[config.mk]
export PLATFORM = sky130hd
export DESIGN_NAME = uart_cmd_assembler
export DESIGN_NICKNAME = d
export VERILOG_FILES = /design/src/rtl/uart_cmd_assembler.sv
export SDC_FILE = /design/constraint.sdc
export NUM_CORES = 1
export LEC_CHECK = 0
export BUFFER_PORTS_ARGS = -buffer_cell sky130_fd_sc_hd__buf_2
export CORE_MARGIN = 3
export CORE_UTILIZATION = 51
export CTS_CLUSTER_DIAMETER = 60
export DETAILED_ROUTE_END_ITERATION = 10
export PLACE_DENSITY_LB_ADDON = 0.12
export SYNTH_ARGS = -nofsm -noshare
export SYNTH_HDL_FRONTEND = slang
export SYNTH_SLANG_ARGS = --single-unit
[constraint.sdc]
create_clock -name clk -period 2.3 [get_ports clk]
set_clock_uncertainty 0.05 [all_clocks]
set_input_delay 0 -clock clk [delete_from_list [all_inputs] [get_ports clk]]
set_output_delay 0 -clock clk [all_outputs]
set_load 0.1 [all_outputs]
[src/rtl/uart_cmd_assembler.sv]
// ---------------------------------------------------------------------------
// uart_cmd_assembler
//
// Turns the byte stream from the UART receiver into DAC commands:
//   0x2c + WORD_BYTES data bytes : write one word into the FIFO of channel c
//   0x3c                         : trigger the SPI sender(s)  (c=0xF -> all)
//   0x4c                         : flush the FIFO(s)          (c=0xF -> all)
// Every packet is answered with one ack/error byte through the UART
// transmitter handshake: 0xA0|c on success, 0xE1 unknown opcode, 0xE2 bad
// channel, 0xE3 FIFO full, 0xE4 inter-byte timeout.
//
// Ports
//   clk, reset        single clock, synchronous active-high reset
//   rx_dv, rx_byte    received byte strobe and data
//   fifo_full         per-DAC FIFO full flags
//   fifo_wr_en        one-hot one-cycle FIFO write strobe
//   fifo_wr_data      assembled word, held between writes
//   send_start        one-cycle trigger strobe toward the SPI senders
//   fifo_clear        one-cycle FIFO flush strobe
//   tx_busy           UART transmitter busy
//   tx_start, tx_data one-cycle transmit request and the ack/error byte
//   busy              high whenever the command FSM is not idle
//   err_pulse         one-cycle strobe on every error (incl. dropped bytes)
// ---------------------------------------------------------------------------
module uart_cmd_assembler #(
    parameter int DACN         = 2,
    parameter int WORD_BYTES   = 3,
    parameter int TIMEOUT_CLKS = 2600
) (
    input  logic                    clk,
    input  logic                    reset,
    input  logic                    rx_dv,
    input  logic [7:0]              rx_byte,
    input  logic [DACN-1:0]         fifo_full,
    output logic [DACN-1:0]         fifo_wr_en,
    output logic [8*WORD_BYTES-1:0] fifo_wr_data,
    output logic [DACN-1:0]         send_start,
    output logic [DACN-1:0]         fifo_clear,
    input  logic                    tx_busy,
    output logic                    tx_start,
    output logic [7:0]              tx_data,
    output logic                    busy,
    output logic                    err_pulse
);

    localparam int WW    = 8 * WORD_BYTES;
    localparam int CNT_W = (WORD_BYTES > 1) ? $clog2(WORD_BYTES) : 1;
    localparam int TMR_W = $clog2(TIMEOUT_CLKS + 1);

    localparam logic [CNT_W-1:0] LAST_CNT = CNT_W'(WORD_BYTES - 1);
    localparam logic [TMR_W-1:0] TMR_MAX  = TMR_W'(TIMEOUT_CLKS);
    localparam logic [4:0]       DACN_L   = 5'(DACN);

    localparam logic [3:0] OP_WRITE = 4'h2;
    localparam logic [3:0] OP_TRIG  = 4'h3;
    localparam logic [3:0] OP_CLEAR = 4'h4;

    typedef enum logic [1:0] {S_IDLE, S_DATA, S_COMMIT, S_ACK} state_t;

    state_t            state_q, state_d;
    logic [CNT_W-1:0]  cnt_q, cnt_d;
    logic [TMR_W-1:0]  timer_q, timer_d;
    logic [WW-1:0]     shift_q, shift_d;
    logic [3:0]        ch_q, ch_d;
    logic [7:0]        ack_q, ack_d;
    logic [WW-1:0]     wr_data_q, wr_data_d;
    logic [DACN-1:0]   wr_en_q, wr_en_d;
    logic [DACN-1:0]   send_q, send_d;
    logic [DACN-1:0]   clear_q, clear_d;
    logic              err_q, err_d;

    // Header decode, only meaningful while rx_dv is high in IDLE.
    logic [3:0]      hdr_op, hdr_ch;
    logic            hdr_ch_ok, hdr_ch_all;
    logic [DACN-1:0] hdr_mask, ch_mask;
    logic [WW-1:0]   word_next;

    assign hdr_op     = rx_byte[7:4];
    assign hdr_ch     = rx_byte[3:0];
    assign hdr_ch_ok  = {1'b0, hdr_ch} < DACN_L;
    assign hdr_ch_all = (hdr_ch == 4'hF);
    assign hdr_mask   = hdr_ch_all ? '1 : (DACN'(1) << hdr_ch);
    assign ch_mask    = DACN'(1) << ch_q;
    // MSB-first: earlier bytes move up as new bytes enter at the bottom.
    assign word_next  = (shift_q << 8) | WW'(rx_byte);

    always_comb begin
        // NOTE: every signal gets a default before the case so no path leaves
        // it unassigned, which would otherwise infer a latch.
        state_d   = state_q;
        cnt_d     = cnt_q;
        timer_d   = timer_q;
        shift_d   = shift_q;
        ch_d      = ch_q;
        ack_d     = ack_q;
        wr_data_d = wr_data_q;
        wr_en_d   = '0;
        send_d    = '0;
        clear_d   = '0;
        err_d     = 1'b0;

        unique case (state_q)
            S_IDLE: begin
                if (rx_dv) begin
                    state_d = S_ACK;
                    if (hdr_op == OP_WRITE) begin
                        if (hdr_ch_ok) begin
                            state_d = S_DATA;
                            ch_d    = hdr_ch;
                            cnt_d   = '0;
                            timer_d = '0;
                            shift_d = '0;
                        end else begin
                            ack_d = 8'hE2;
                            err_d = 1'b1;
                        end
                    end else if (hdr_op == OP_TRIG || hdr_op == OP_CLEAR) begin
                        if (hdr_ch_ok || hdr_ch_all) begin
                            if (hdr_op == OP_TRIG) send_d  = hdr_mask;
                            else                   clear_d = hdr_mask;
                            ack_d = 8'hA0 | {4'h0, hdr_ch};
                        end else begin
                            ack_d = 8'hE2;
                            err_d = 1'b1;
                        end
                    end else begin
                        ack_d = 8'hE1;
                        err_d = 1'b1;
                    end
                end
            end

            S_DATA: begin
                if (rx_dv) begin
                    shift_d = word_next;
                    timer_d = '0;
                    if (cnt_q == LAST_CNT) begin
                        // The write strobe is registered here so it lands in
                        // the single COMMIT cycle, one clock after the byte.
                        state_d = S_COMMIT;
                        cnt_d   = '0;
                        if ((fifo_full & ch_mask) == '0) begin
                            wr_en_d   = ch_mask;
                            wr_data_d = word_next;
                            ack_d     = 8'hA0 | {4'h0, ch_q};
                        end else begin
                            ack_d = 8'hE3;
                            err_d = 1'b1;
                        end
                    end else begin
                        cnt_d = cnt_q + 1'b1;
                    end
                end else if (timer_q == TMR_MAX) begin
                    // Partial word is dropped so the next packet starts clean.
                    state_d = S_ACK;
                    cnt_d   = '0;
                    timer_d = '0;
                    shift_d = '0;
                    ack_d   = 8'hE4;
                    err_d   = 1'b1;
                end else begin
                    timer_d = timer_q + 1'b1;
                end
            end

            S_COMMIT: begin
                err_d   = rx_dv;
                state_d = S_ACK;
            end

            S_ACK: begin
                err_d = rx_dv;
                if (!tx_busy) state_d = S_IDLE;
            end

            default: state_d = S_IDLE;
        endcase
    end

    always_ff @(posedge clk) begin
        // NOTE: state is updated with non-blocking assignments so every flop
        // samples the pre-edge value of the others, independent of order.
        if (reset) begin
            state_q   <= S_IDLE;
            cnt_q     <= '0;
            timer_q   <= '0;
            shift_q   <= '0;
            ch_q      <= '0;
            ack_q     <= '0;
            wr_data_q <= '0;
            wr_en_q   <= '0;
            send_q    <= '0;
            clear_q   <= '0;
            err_q     <= 1'b0;
        end else begin
            state_q   <= state_d;
            cnt_q     <= cnt_d;
            timer_q   <= timer_d;
            shift_q   <= shift_d;
            ch_q      <= ch_d;
            ack_q     <= ack_d;
            wr_data_q <= wr_data_d;
            wr_en_q   <= wr_en_d;
            send_q    <= send_d;
            clear_q   <= clear_d;
            err_q     <= err_d;
        end
    end

    assign fifo_wr_en   = wr_en_q;
    assign fifo_wr_data = wr_data_q;
    assign send_start   = send_q;
    assign fifo_clear   = clear_q;
    assign err_pulse    = err_q;
    assign tx_data      = ack_q;
    assign busy         = (state_q != S_IDLE);
    // Decoded from state so the request can fire on the ACK entry cycle.
    assign tx_start     = (state_q == S_ACK) && !tx_busy;

endmodule

Word-level counts from Yosys, hierarchy flattened
Cells that the tools add are included.
{"block": "totals", "latchBits": 0, "romBits": 0, "inputBits": 14, "ramBits": 0, "reg_bits": 75, "n_memories": 0}
{"block": "op_classes", "n_mux": 48, "order_cmp": 1, "n_bitwise": 10, "n_eq_ne": 16, "addsub": 2, "shift": 2, "n_reduce_logical": 18, "n_mul": 0, "n_div": 0}
{"operator": "16-bit two-way mux", "n": 5}
{"operator": "12-bit two-way mux", "n": 5}
{"operator": "8-bit two-way mux", "n": 7}
{"operator": "16-bit one-hot mux with 2 select lines", "n": 1}
{"operator": "2-bit two-way mux", "n": 14}
{"operator": "24-bit by 8-bit OR with 24-bit output", "n": 1}
{"operator": "12-bit one-hot mux with 2 select lines", "n": 1}
{"operator": "8-bit one-hot mux with 2 select lines", "n": 1}
{"operator": "4-bit AND reduction", "n": 4}
{"operator": "7-bit two-way mux", "n": 2}
{"operator": "7-bit OR reduction", "n": 2}
{"operator": "12-bit by 1-bit adder with 12-bit output (second input constant)", "n": 1}
{"operator": "12-bit == test (second input constant)", "n": 1}
{"operator": "5-bit AND reduction", "n": 2}
{"operator": "1-bit two-way mux", "n": 9}
{"operator": "3-bit inequality test (second input constant)", "n": 3}
{"operator": "4-bit by 2-bit == test with 1-bit output (second input constant)", "n": 2}
{"operator": "2-bit inequality test (second input constant)", "n": 4}
{"operator": "1-bit inverter", "n": 8}
{"operator": "2-bit one-hot mux with 4 select lines", "n": 1}
{"operator": "1-bit by 4-bit << shifter with 2-bit output (first input constant)", "n": 2}
{"operator": "2-bit == test (second input constant)", "n": 3}
{"operator": "5-bit OR reduction", "n": 1}
{"operator": "4-bit by 3-bit == test with 1-bit output (second input constant)", "n": 1}
{"operator": "other kinds (13)", "n": 16}

Logic depth before layout (Yosys ltp)
Gate-level depths: netlist of the first run.
{"block": "logic_depth", "ltp_word": 7, "mapped_depth": 10}

Worst setup path after synthesis of the first run
OpenSTA, ideal clock, no wires.
{"block": "synth_path", "path_kind": "reg-to-reg", "startpoint": "register state_q[0]", "endpoint": "register ack_q[1] (netlist: tx_data[1])", "n_path_buf": 2, "t_arrival_ns": 2.224, "slack_ns": -0.090, "setup_ns": 0.116, "path_stages_with_launch": 10, "path_cell_list": "dfxtp_1 -> inv_1 -> ha_1 -> clkbuf_1 -> inv_1 -> a211oi_1 -> o221a_2 -> buf_2 -> nor3b_1 -> a31o_2"}
{"block": "synth_between", "elab_chain_cells": 3, "elab_cells_between_ends": 9}
{"element": "start: declaration", "line_no": "60", "source": "state_t state_q, state_d;"}
{"element": "start signal: assignment", "line_no": "196", "source": "state_q <= state_d;"}
{"element": "2-bit by 1-bit == test with 1-bit output or 2-bit logical NOT (tied branches)", "line_no": "102", "source": "unique case (state_q)"}
{"element": "3-bit inequality test (no line) (tied with other cells)"}
{"element": "5-bit AND reduction (no line)"}
{"element": "end signal: assignment", "line_no": "201", "source": "ack_q <= ack_d;"}
{"element": "end: declaration", "line_no": "65", "source": "logic [7:0] ack_q, ack_d;"}
Parallel ways exist; a longest one is shown, timed or not.
A chain may end at the register's enable or synchronous reset.

Worst setup path after layout of the first run
{"block": "layout_path", "startpoint": "register state_q[0]", "endpoint": "register timer_q[9]"}
{"block": "layout_between", "elab_chain_cells": 3, "elab_cells_between_ends": 8}
{"element": "2-bit by 1-bit == test with 1-bit output or 2-bit logical NOT (tied branches)", "line_no": "102"}
{"element": "2-bit nonzero test (no line) or 2-bit inequality test (tied branches)"}
{"element": "4-bit AND reduction (no line)"}
{"element": "end signal: assignment", "line_no": "198", "source": "timer_q <= timer_d;"}
{"element": "end: declaration", "line_no": "62", "source": "logic [TMR_W-1:0] timer_q, timer_d;"}
Parallel ways exist; a longest one is shown, timed or not.

==> flow_summary.ini, run 1 <==
[finish]
fill_cells = 550
area_growth_syn_to_layout_pct = 19.6
final_area_um2 = 3790
final_cells = 538
drive_gt1_share_pct = 20.7
nets = 478
layout_common_cells = 83 x nand2_1, 73 x dfxtp_1, 63 x a21oi_1
regArea_um2 = 1460
multi_input_area_um2 = 1570
insertedDiodeCount = 0
final_common_cell = nand2_1

[job]
cap_violations = 0

[power_and_ir_drop]
p_per_area_nw_per_um2 = 906
irDropWorstVdd_v = 0.000772
p_leak_nw = 1.42

[setup_path]
crit_fanout = 11
cp_slowest_stage_delay_ns = 0.50
cp-end-kind = flop
cpLargestDelayFamily = simple AND/OR/NAND/NOR gates
critPathKind = flop to flop
rr_endpoint = timer_q[9]
crit_slowest_cell = or4_1
required_ns = 2.52
r2r_setup_slack_ns = 0.19
rr_startpoint = state_q[0]
path_cells = inv_1 -> ha_1 -> nor2b_2 -> a41o_2 -> nand2b_2 -> or4_1 -> a21oi_1
crit_path_start_kind = flop
arrival_ns = 2.33
ff2ff_path_depth = 7
crit_buf_inv = 1
cp_num_cells = 7

[yosys]
ys.flop_type = dfxtp_1
yosys.area.top_type = dfxtp_1
async_flop_share_pct = 0
netlist_top_cells_area = dfxtp_1 46%, a21oi_1 10%, nand2_1 9.8%
synth_top_area_share_pct = 46.2
yosys_warnings = 0
yosysSeqAreaShare_pct = 46.2
netlist_area_um2 = 3170
synth_cell_types = 46
synth_enable_flop_cells = 0
synth.net_count = 418
syn_inst = 398
ys_ff_latch = 73
syn_avg_cell_area_um2 = 7.95

[clock_network]
numCtsBuffers = 9
clk_pin_slew_ns = 0.08
cts_tree = built
clock_latency_ns = 0.35
cts_buffer_depth = 2
cts_root_buf = clkbuf_8
h-tree-depth = 3
clkSinkCount = 73

[grt]
grtUsageTotal_pct = 21.3
grt_max_degree = 55
first_global_vias = 2615
grt-ovfl-total = 0
grt_pass1_wl_mm = 12.4
antenna_found_initial = 0

[detailed_routing]
via_per_inst = 5.50
vias = 2960
drc = 0
wire_per_inst_um = 13.8
drtAntennaViolNets = 0
drt-total-wl_mm = 7.41
dr.pass1.iters = 5
drtIter0Drc = 220

[timing]
setup_viol = 0
max_freq_ghz = 0.474
max_slew_margin_pct = 36.4
period_share_pct = 91.6
fin_setup_tns_ns = 0
worstMarginPinSlew_ns = 0.954
final.min_clock_period_ns = 2.11
rsz0062_at_grt = false
finalMaxSlewViolations = 0
final-hold-violation-count = 0
holdWs_ns = 0.00560

[worst_hold_path]
hold_depth = 4
hp-start = tx_busy
worstHoldPathType = input port to flop
hold_end = state_q[1]

[die]
io-pin-count = 55
rows = 28
core-area_um2 = 5960
die_area_um2 = 7190
die_h_um = 84.8
initial_utilization_pct = 53.2
die_w_um = 84.8

[placement]
dp_hpwl_mm = 4.96
gp_routability_congestion = 0.839
portBuffers = 53
placedCellCount = 511
postPlaceCellArea_um2 = 3510

[run_status]
status = completed
[metrics by stage]
step	setup slack, ns	utilization, %	power [W]
after detailed placement	0.167	58.9	0.00255
after global routing	0.0288	63.6	0.00361
after floorplan	0.0237	-	0.00237
final	0.193	63.6	0.00343
after CTS	0.143	63.3	0.00345
after global placement	0.219	58.9	0.00254
[report_power, final]
group | leakage (nW) | internal (W) | total (W) | switching (W)
combinational | 0.754 | 0.000300 | 0.00118 | 0.000885
sequential | 0.590 | 0.00133 | 0.00136 | 0.0000390
clock | 0.0785 | 0.000393 | 0.000883 | 0.000491
total | 1.42 | 0.00202 | 0.00343 | 0.00141
[area by class of cell]
type                            instances  share of cell area (%)
Clock buffer                           10                    3.37
Clock inverter                          6                    1.19
Inverter                                7                   0.793
Multi-Input combinational cell        291                    41.4
Sequential cell                        73                    38.6
Tap cell                               75                    2.48
Timing Repair Buffer                   76                    12.2
[registers in the layout, indices dropped and copies added (netlist names)]
signal	cells
fifo_wr_data	24
shift_q	16
timer_q	12
tx_data	6
ch_q	4
cnt_q	2
fifo_clear	2
fifo_wr_en	2
send_start	2
state_q	2
err_pulse	1
[worst max path at each step]
stage | start | to | slack, ns
after global routing | timer_q[0] | tx_data[2] | 0.03
after global placement | timer_q[0] | timer_q[9] | 0.22
after CTS | state_q[0] | timer_q[9] | 0.14
final | state_q[0] | timer_q[9] | 0.19
after detailed placement | state_q[0] | timer_q[9] | 0.17
after floorplan | state_q[0] | tx_data[2] | 0.02
[what timing repair did]
item | CTS | global route
setup buffers | 0 | 2
hold buffers | 9 | 0
setup endpoints to repair | 0 | 2
gates resized for setup | 0 | 1
endpoints found under the hold margin | 22 | 0
[synth_stat cells, types with 3 or more instances]
cell type	instances
nand2_1	83
or3_1	9
a21oi_1	63
nand3b_1	3
dfxtp_1	73
nor2_1	25
or4_1	4
ha_1	6
clkbuf_1	17
nor2b_1	5
buf_2	7
and2_1	6
buf_4	3
nand3_1	22
nand2b_1	3
o21ai_0	16
nand4_1	3
inv_1	7
nor3_1	4
[routing by layer]
layer,track usage (%),part of all wire (%)
met4,9.50,1.8
met3,3.63,5.5
met5,0,0
met2,31.8,45
met1,30.2,47
[worst reg2reg max path: cells and delay by family (launching register included)]
kind | cells | cell delay (ns)
compound gates | 2 | 0.33
fa+ha+maj | 1 | 0.35
buf+inv | 1 | 0.09
flops | 1 | 0.38
simple gates | 3 | 0.83
[kinds of logic after synthesis]
logic type                 synth area share (%)
and+or+nand+nor                            28.5
AOI/OAI and AO/OA                          17.8
DFF                                        46.2
buffers and inverters                      4.66
adders and majority gates                  2.37
muxes                                     0.356
other                                     0.118
(Power assumes the default switching activity.)
==> run 2: changes to the inputs <==
MAX_ROUTING_LAYER = met4   (was not set)
==> run 2 against run 1 <==
Against the previous run: final area unchanged; utilization unchanged; die area unchanged; first-iteration DRC count increased by 5.5%; clock-buffer cell count unchanged; via count increased by 0.27%; total power about the same; sequential share of layout area unchanged; critical endpoint unchanged.
==> flow_summary.ini, run 2 (synthesis results as in run 1) <==
[power_and_ir_drop]
p_per_area_nw_per_um2 = 907
internal-power_w = 0.00202
p_leak_nw = 1.42
swShare_pct = 41.2
combPwrFrac_pct = 34.6
finalPower_w = 0.00343
clock_power_share_pct = 25.7
seq_power_share_pct = 39.7
power_switching_w = 0.00142
irDropWorstVdd_v = 0.000772

[timing]
final-hold-violation-count = 0
setup_ws_ns = 0.184
setup_viol = 0
finalMaxSlewViolations = 0
max_freq_ghz = 0.473
holdWs_ns = 0.00807
rsz0062_at_grt = false
max_slew_margin_pct = 36.2
final.min_clock_period_ns = 2.12
period_share_pct = 92.0
worstMarginPinSlew_ns = 0.956
fin_setup_tns_ns = 0

[placement]
portBuffers = 53
dp_hpwl_mm = 4.96
gp_routability_congestion = 0.852
dpl_worst_slack_ns = 0.167
placedCellCount = 511

[die]
rows = 28
core-area_um2 = 5960
die_area_um2 = 7190
die_w_um = 84.8
initial_utilization_pct = 53.2
die_h_um = 84.8
io-pin-count = 55

[job]
cap_violations = 0

[grt]
first_global_vias = 2622
grt-ovfl-total = 0
grt_max_degree = 55
antenna_found_initial = 0
grt_pass1_wl_mm = 12.4
grtUsageTotal_pct = 22.0

[clock_network]
clkSinkCount = 73
numCtsBuffers = 9
clk_pin_slew_ns = 0.08
cts_root_buf = clkbuf_8
clock_latency_ns = 0.35
cts_buffer_depth = 2
h-tree-depth = 3
cts_tree = built

[setup_path]
crit_path_start_kind = flop
required_ns = 2.52
critPathKind = flop to flop
crit_fanout = 11
cp-end-kind = flop
arrival_ns = 2.33

[detailed_routing]
drtAntennaViolNets = 0
wire_per_inst_um = 13.8
drc = 0
drt-total-wl_mm = 7.43
dr.pass1.iters = 4
drtIter0Drc = 232
via_per_inst = 5.52
vias = 2968

[finish]
layout_common_cells = 83 x nand2_1, 73 x dfxtp_1, 63 x a21oi_1
insertedDiodeCount = 0
drive_gt1_share_pct = 20.7
fill_cells = 550
nets = 478
final_common_cell = nand2_1
regArea_um2 = 1460
area_growth_syn_to_layout_pct = 19.6
final_cells = 538
multi_input_area_um2 = 1570
largest_reg_flops = 24

[run_status]
status = completed

[worst_hold_path]
worstHoldPathType = input port to flop
==> run 2: power by group through the flow <==
stage	sequential (W)	clock [W]	combinational, W
floorplan	0.00169	0	0.000678
global placement	0.00139	0	0.00115
detailed placement	0.00140	0	0.00116
CTS	0.00137	0.000908	0.00117
global route	0.00137	0.000967	0.00128
finish	0.00136	0.000882	0.00119
==> run 2: per-stage QoR <==
step,instance area [um2],util (%)
floorplan,3180,-
global placement,3510,58.9
detailed placement,3510,58.9
CTS,3770,63.3
global route,3790,63.6
finish,3790,63.6
==> run 2: layer usage <==
metal	wire [um]	GRT usage (%)	share of wire (%)	vias up
li1	-	-	-	1502
met1	3620	30.3	49	1365
met2	3310	31.7	44	89
met3	409	5.10	5.5	12
met4	95	7.77	1.3	0
met5	0	-	0	-
==> run 2: layout make-up <==
class                   instances  share of cell area, %
clock inverters                 6                   1.19
multi-input cells             291                   41.4
flip-flops and latches         73                   38.6
well taps                      75                   2.48
repair buffers                 76                   12.2
inverters                       7                  0.793
clock buffers                  10                   3.37
==> run 2: worst paths after layout <==
kind                            slack (ns)          endpoint       start  cells after the start
worst min-delay path                 0.008        state_q[1]     tx_busy                      4
worst min register to register        0.40  fifo_wr_data[16]  shift_q[8]                      2
worst max register to register        0.18        timer_q[9]  state_q[0]                      7
worst max-delay path                  0.18        timer_q[9]  state_q[0]                      7
==> run 2: critical path, cell delays in order, from the launching register on <==
cell	delay [ns]
dfxtp_1	0.38
inv_1	0.09
ha_1	0.35
nor2b_2	0.21
a41o_2	0.20
nand2b_2	0.11
or4_1	0.51
a21oi_1	0.14
==> run 2: what timing repair did <==
| item | 4_1_cts | 5_1_grt |
|---|---|---|
| endpoints found under the hold margin | 22 | 0 |
| setup buffers | 0 | 2 |
| setup endpoints to repair | 0 | 2 |
| gates resized for setup | 0 | 1 |
| hold buffers | 9 | 0 |
